<file path="config.mk">
export PLATFORM = sky130hd
export DESIGN_NAME = fetch_stage
export DESIGN_NICKNAME = d
export VERILOG_FILES = /design/src/rtl/cpu_pkg.sv /design/src/rtl/if_id_reg.sv /design/src/rtl/fetch_stage.sv
export SDC_FILE = /design/constraint.sdc
export NUM_CORES = 1
export LEC_CHECK = 0
export BUFFER_PORTS_ARGS = -buffer_cell sky130_fd_sc_hd__buf_2
export CORE_MARGIN = 4
export CORE_UTILIZATION = 55
export CTS_BUF_LIST = sky130_fd_sc_hd__clkbuf_8
export DETAILED_ROUTE_END_ITERATION = 10
export PLACE_DENSITY = 0.95
export SLEW_MARGIN = 25
export SYNTH_ARGS = -nofsm -noshare
export SYNTH_HDL_FRONTEND = slang
export SYNTH_SLANG_ARGS = --single-unit
</file>
<file path="constraint.sdc">
create_clock -name clk -period 5.9 [get_ports clk]
set_input_delay 0.295 -clock clk [delete_from_list [all_inputs] [get_ports clk]]
set_output_delay 0.295 -clock clk [all_outputs]
set_load 0.005 [all_outputs]
</file>
<file path="src/rtl/cpu_pkg.sv">
// Shared CPU encodings: opcodes, the NOP word and instruction field positions.
// Pure constants plus one helper; no state, no latency, no flow control.
package cpu_pkg;

    localparam logic [5:0] OPC_RTYPE = 6'b000000;
    localparam logic [5:0] OPC_J     = 6'b000010;
    localparam logic [5:0] OPC_JAL   = 6'b000011;
    localparam logic [5:0] OPC_BEQ   = 6'b000100;
    localparam logic [5:0] OPC_BNE   = 6'b000101;
    localparam logic [5:0] OPC_ADDI  = 6'b001000;
    localparam logic [5:0] OPC_LW    = 6'b100011;
    localparam logic [5:0] OPC_SW    = 6'b101011;

    localparam logic [31:0] NOP_WORD = 32'h0000_0000;

    localparam int OPC_MSB   = 31;
    localparam int OPC_LSB   = 26;
    localparam int RS_MSB    = 25;
    localparam int RS_LSB    = 21;
    localparam int RT_MSB    = 20;
    localparam int RT_LSB    = 16;
    localparam int RD_MSB    = 15;
    localparam int RD_LSB    = 11;
    localparam int IMM_MSB   = 15;
    localparam int IMM_LSB   = 0;
    localparam int FUNCT_MSB = 5;
    localparam int FUNCT_LSB = 0;

    // J-format target: region bits come from the sequential PC, not the jump's own PC.
    function automatic logic [31:0] jump_target(input logic [31:0] pc_plus4,
                                                input logic [31:0] instr);
        return {pc_plus4[31:28], instr[25:0], 2'b00};
    endfunction

endpackage

</file>
<file path="src/rtl/if_id_reg.sv">
// IF/ID pipeline register: one-cycle latch of fetched word and its PC+4.
// Flush clears to a NOP bubble and beats hold; hold freezes contents.
module if_id_reg
    import cpu_pkg::*;
(
    input  logic        clk,
    input  logic        reset,
    input  logic        i_hold,
    input  logic        i_flush,
    input  logic [31:0] i_instr,
    input  logic [31:0] i_pc_plus4,
    output logic        o_valid,
    output logic [31:0] o_instr,
    output logic [31:0] o_pc_plus4
);

    logic        r_valid;
    logic [31:0] r_instr;
    logic [31:0] r_pc_plus4;

    always_ff @(posedge clk or posedge reset) begin
        if (reset) begin
            r_valid    <= 1'b0;
            r_instr    <= NOP_WORD;
            r_pc_plus4 <= 32'h0;
        end else if (i_flush) begin
            r_valid    <= 1'b0;
            r_instr    <= NOP_WORD;
            r_pc_plus4 <= 32'h0;
        end else if (!i_hold) begin
            r_valid    <= 1'b1;
            r_instr    <= i_instr;
            r_pc_plus4 <= i_pc_plus4;
        end
    end

    assign o_valid    = r_valid;
    assign o_instr    = r_instr;
    assign o_pc_plus4 = r_pc_plus4;

endmodule

</file>
<file path="src/rtl/fetch_stage.sv">
// Instruction fetch: PC, next-PC mux with zero-penalty J, IF/ID latch; one-cycle latency.
// Stall holds PC/IF/ID/count; redirect overrides stall and flushes IF/ID (one bubble).
module fetch_stage
    import cpu_pkg::*;
#(
    parameter logic [31:0] RESET_PC = 32'h0000_0000
) (
    input  logic        clk,
    input  logic        reset,
    input  logic        stall,
    input  logic        redirect,
    input  logic [31:0] redirect_pc,
    output logic [31:0] imem_addr,
    input  logic [31:0] imem_data,
    output logic        id_valid,
    output logic [31:0] id_instr,
    output logic [31:0] id_pc_plus4,
    output logic [5:0]  id_opcode,
    output logic [4:0]  id_rs,
    output logic [4:0]  id_rt,
    output logic [4:0]  id_rd,
    output logic [5:0]  id_funct,
    output logic [15:0] id_imm16,
    output logic [31:0] fetch_count
);

    logic [31:0] r_pc;
    logic [31:0] r_fetch_count;

    logic [31:0] w_pc_plus4;
    logic        w_is_jump;
    logic [31:0] w_redirect_tgt;
    logic [31:0] w_next_pc;
    logic        w_advance;

    assign w_pc_plus4     = r_pc + 32'd4;
    assign w_is_jump      = (imem_data[OPC_MSB:OPC_LSB] == OPC_J);
    assign w_redirect_tgt = redirect_pc & ~32'h0000_0003;
    assign w_advance      = !redirect && !stall;

    always_comb begin
        w_next_pc = w_pc_plus4;
        if (redirect)
            w_next_pc = w_redirect_tgt;
        else if (stall)
            w_next_pc = r_pc;
        else if (w_is_jump)
            w_next_pc = jump_target(w_pc_plus4, imem_data);
    end

    always_ff @(posedge clk or posedge reset) begin
        if (reset) begin
            r_pc          <= RESET_PC;
            r_fetch_count <= 32'h0;
        end else begin
            r_pc <= w_next_pc;
            if (w_advance)
                r_fetch_count <= r_fetch_count + 32'd1;
        end
    end

    // Jump words are latched like any other instruction: there is no delay slot to squash.
    if_id_reg u_if_id (
        .clk        (clk),
        .reset      (reset),
        .i_hold     (stall),
        .i_flush    (redirect),
        .i_instr    (imem_data),
        .i_pc_plus4 (w_pc_plus4),
        .o_valid    (id_valid),
        .o_instr    (id_instr),
        .o_pc_plus4 (id_pc_plus4)
    );

    assign imem_addr   = r_pc;
    assign fetch_count = r_fetch_count;

    assign id_opcode = id_instr[OPC_MSB:OPC_LSB];
    assign id_rs     = id_instr[RS_MSB:RS_LSB];
    assign id_rt     = id_instr[RT_MSB:RT_LSB];
    assign id_rd     = id_instr[RD_MSB:RD_LSB];
    assign id_funct  = id_instr[FUNCT_MSB:FUNCT_LSB];
    assign id_imm16  = id_instr[IMM_MSB:IMM_LSB];

endmodule

</file>
Word level (Yosys, flattened, before mapping)
Index checks and enable logic that the tools add are counted.
Storage, ports and cells
  output and inout bits: 172
  input port bits: 68
  logic and storage cells: 21
  register bits after elaboration: 129
Operators by class
  add/subtract/negate cells: 2
  reduce and logical (&&, ||, !) cells: 3
  equality and inequality tests: 2
  mux-type cells: 9
Operator list (count)
  $mux 32: 6
  $add 32x1->32 const B: 1
  $add 32x3->32 const B: 1
  $mux 28: 1
  $eq 6x2->1 const B: 1
  $logic_not 1->1: 2
  $mux 1: 2
  $ne 2x1->1 const B: 1
  $logic_and 1x1->1: 1

Logic depth before layout (Yosys ltp)
  word-level depth: 4
  mapped depth: 7
  depth with buffers taken out: 6

Hierarchy
Synthesis repeated with hierarchy kept, for this count alone.
Second synthesis, totals
  cells, all modules: 661
  area, all modules: 6812.8 sq um
Modules (own cells, without submodules)
  fetch_stage: instances 1, area an instance 4171.5 sq um, sequential area each 1551.5 sq um, cells an instance 451
  if_id_reg: instances 1, area an instance 2641.3 sq um, sequential area each 1626.6 sq um, cells an instance 210

Worst setup path after synthesis
Ideal clock, no wire load.
  path kind: register to register
  start point: reg r_pc[2] (netlist: imem_addr[2])
  end point: reg u_if_id.r_pc_plus4[24] (netlist: u_if_id.o_pc_plus4[24])
  path buffers: 1
  cell stages (with the launch flop): 8
  arrival: 1.714 ns
  required time: 5.806 ns
  slack: 4.092 ns
  path through: dfrtp_1 -> ha_1 -> nand4_1 -> nor3_2 -> buf_4 -> nand3_1 -> xor2_1 -> a211oi_1
On the way
  word-level cells in the longest chain between the ends: 3
RTL lines
  start: declaration: RTL line fetch_stage.sv:27  | logic [31:0] r_pc;
  start signal: assignment: RTL line fetch_stage.sv:56  | r_pc <= w_next_pc;
  $add 32x3->32: RTL line fetch_stage.sv:36  | assign w_pc_plus4 = r_pc + 32'd4;
  $mux 32: RTL line if_id_reg.sv:30  | end else if (!i_hold) begin
  $mux 32: RTL line if_id_reg.sv:26  | end else if (i_flush) begin
  end signal: assignment: RTL line if_id_reg.sv:33  | r_pc_plus4 <= i_pc_plus4;
  end: declaration: RTL line if_id_reg.sv:19  | logic [31:0] r_pc_plus4;
No other way between the ends. The select of a mux whose other input is x is not followed.
A chain may end at the register's enable or synchronous reset.

Final worst setup path
  start point: reg r_pc[2] (netlist: imem_addr[2])
  end point: reg r_pc[14] (netlist: imem_addr[14])
On the way
  word-level cells in the longest chain between the ends: 4
RTL lines
  $add 32x3->32: RTL line fetch_stage.sv:36
  $mux 28: RTL line fetch_stage.sv:47  | else if (w_is_jump)
  $mux 32: RTL line fetch_stage.sv:45  | else if (stall)
  $mux 32: RTL line fetch_stage.sv:43  | if (redirect)
No other way between the ends. The select of a mux whose other input is x is not followed.

==> flow_metrics.env <==
export IMPL_port_buffers=235
export IMPL_fin_total_pwr_mw=2.22
export IMPL_power_density_mw_per_mm2=282
export IMPL_synth_enable_flop_cells=0
export IMPL_post_route_util_pct=68.1
export IMPL_nets=910
export IMPL_setup_viol=0
export IMPL_most_common_layout_cells="buf_2, dfrtp_1, nor2_1"
export IMPL_crit_chain="ha_1 > nand4_1 > nor3_2 > and3_1 > xor2_1 > a221o_1"
export IMPL_wl_per_cell_um=17.6
export IMPL_final_common_cell="buf_2"
export IMPL_cts_num_sinks=126
export IMPL_r2r_slack_ns=3.29
export IMPL_synth_top_area_share_pct=48.5
export IMPL_crit_path_start_kind="flop"
export IMPL_initial_core_util_pct=56.5
export IMPL_cts_max_path_buffers=2
export IMPL_htree_levels=4
export IMPL_slowest_stage="nor3_2"
export IMPL_synth_avg_cell_area_um2=9.80
export IMPL_rows=39
export IMPL_drc=0
export IMPL_hold_viol=22
export IMPL_rsz0062_at_grt="no"
export IMPL_postSynthCellCount=664
export IMPL_critPathMaxStageDelay_ns=0.84
export IMPL_viasPerCell=5.60
export IMPL_die_y_um=117
export IMPL_async_flop_share_pct=100
export IMPL_ant_nets=0
export IMPL_yosys_warnings=0
export IMPL_hold_class="input pin to async pin"
export IMPL_slew_headroom_pct=34.8
export IMPL_grt_usage_pct=25.7
export IMPL_dieArea_mm2=0.0136
export IMPL_grt_pass1_vias=5351
export IMPL_cts_setup_buffers=0
export IMPL_criticalPathCategory="flop to flop"
export IMPL_grt_pass1_wl_um=26900
export IMPL_vdd_ir_drop_max_mv=0.193
export IMPL_synthTopCellsByArea="dfrtp_1, buf_4, nor2_1, xor2_1, xnor2_1"
export IMPL_worst_pin_slew_ns=0.972
export IMPL_crit_arrival_ns=2.93
export IMPL_coreArea_mm2=0.0115
export IMPL_crit_fanout=12
export IMPL_end_kind="flop"
export IMPL_cts_tree="built"
export IMPL_io_pins=240
export IMPL_synth_main_ff_cell="dfrtp_1"
export IMPL_ff_latch_area_mm2=0.00315
export IMPL_pre_cts_ws_ns=3.17
export IMPL_p_leak_nw=4.11
export IMPL_dr_pass1_iters=5
export IMPL_vias=5568
export IMPL_crit_family="simple AND/OR/NAND/NOR gates"
export IMPL_cts_buffers=17
export IMPL_required_ns=6.22
export IMPL_ys_ff_latch=126
export IMPL_ys_seq_area_share_pct=48.5
export IMPL_postCtsHoldBufs=0
export IMPL_cts_root_buf="clkbuf_8"
export IMPL_max_cap_viol_count=0
export IMPL_diodes=0
export IMPL_fin_setup_tns_ns=0
export IMPL_grt_max_degree=85
export IMPL_first_iter_violations=599
export IMPL_hold_worst_slack_ns=-0.00605
export IMPL_gp_congestion=0.845
export IMPL_multi_input_comb_area_mm2=0.00277
export IMPL_final_max_slew_viol_count=0
export IMPL_synthDistinctLibCells=46
export IMPL_dp_hpwl_um=12400
export IMPL_synth_top_cell_by_area="dfrtp_1"
export IMPL_path_buf_inv=0
export IMPL_skew_ns=0.0123
export IMPL_grt_ovfl_total=0
export IMPL_clkTransAtPathRegs_ns=0.07
export IMPL_area_growth_pct=20.6
export IMPL_antenna_found_initial=1
export IMPL_max_freq_ghz=0.384
export IMPL_layout_drive_gt1_share_pct=33.8
export IMPL_finalCriticalPeriod_ns=2.61
export IMPL_fillers=865
export IMPL_cts_resized=0
export IMPL_die_width_um=117
export IMPL_syn_area_mm2=0.00650
export IMPL_setup_ws_ns=3.29
export IMPL_period_share_pct=44.2
export IMPL_violations="hold timing"
export IMPL_status="finished, violations left"
export IMPL_wirelength_um=17500
export IMPL_clock_latency_ns=0.44
## per-layer routing
layer  vias up  routed length, µm  track usage, %
met5         -                  7               0
met4         2                295            8.03
met3        25               1600            8.86
met2       283               8630            42.4
met1      2669               6930            31.9
li1       2589                  -               -
## registers in the layout, indices dropped and copies added, names as in the netlist
signal / cells
imem_addr: 30
u_if_id.o_valid: 1
fetch_count: 32
u_if_id.o_pc_plus4: 31
u_if_id.o_instr: 32
## logic make-up (layout without fill, tap and decap cells)
group | Yosys count | in the layout | share of synthesized area [%]
AO/OA/AOI/OAI | 113 | 113 | 11.4
buffers and inverters | 102 | 289 | 9.06
AND/OR/NAND/NOR | 228 | 228 | 17.6
multiplexers | 29 | 29 | 4.54
flip-flops | 126 | 126 | 48.5
adder cells (fa/ha/maj) | 2 | 2 | 0.385
other | 1 | 2 | 0.0576
XOR/XNOR | 63 | 63 | 8.48
## per-stage QoR
step | instances | hold slack (ns) | area (µm²)
6_report | 995 | -0.00605 | 7840
5_1_grt | 995 | 0.0292 | 7840
4_1_cts | 995 | 0.00946 | 7840
3_5_place_dp | 964 | 0.453 | 7390
3_3_place_gp | 964 | 0.453 | 7380
2_1_floorplan | 665 | 0.416 | 6510
## cell usage after synthesis, drive strengths merged (7+ instances only)
cell    instances
a221o           7
a211oi         11
inv            19
a22oi          16
o221ai          9
dfrtp         126
a21oi          40
clkbuf         19
and3           10
nand3          20
nor2           84
nand2          51
nand4          19
nor3           11
nor2b          17
mux2i          25
o21ai          15
buf            64
xnor2          29
xor2           34
## layout make-up
class | count | area share, %
sequential | 126 | 40.2
timing repair buffer | 239 | 15.4
clock inverter | 12 | 2.46
tap | 143 | 2.28
inverter | 19 | 0.941
multi-input combinational | 437 | 35.3
clock buffer | 19 | 3.33
## final timing paths
path,from,endpoint,cells past startpoint
max in group asynchronous,reset,u_if_id.o_pc_plus4[18]$_DFFE_PP0P_,3
hold / removal,reset,u_if_id.o_valid$_DFFE_PP0P_,2
setup reg to reg,imem_addr[2]$_DFFE_PP0P_,imem_addr[14]$_DFFE_PP0P_,6
setup / recovery,imem_addr[2]$_DFFE_PP0P_,imem_addr[14]$_DFFE_PP0P_,6
min in group clk,redirect_pc[30],imem_addr[30]$_DFFE_PP0P_,3
hold reg to reg,fetch_count[31]$_DFFE_PP0P_,fetch_count[31]$_DFFE_PP0P_,1
## report_power, final
part,switching (mW),internal (mW)
Sequential,0.0807,0.932
Clock,0.343,0.520
Combinational,0.183,0.157
No activity file was read; power rests on OpenSTA's default activity.
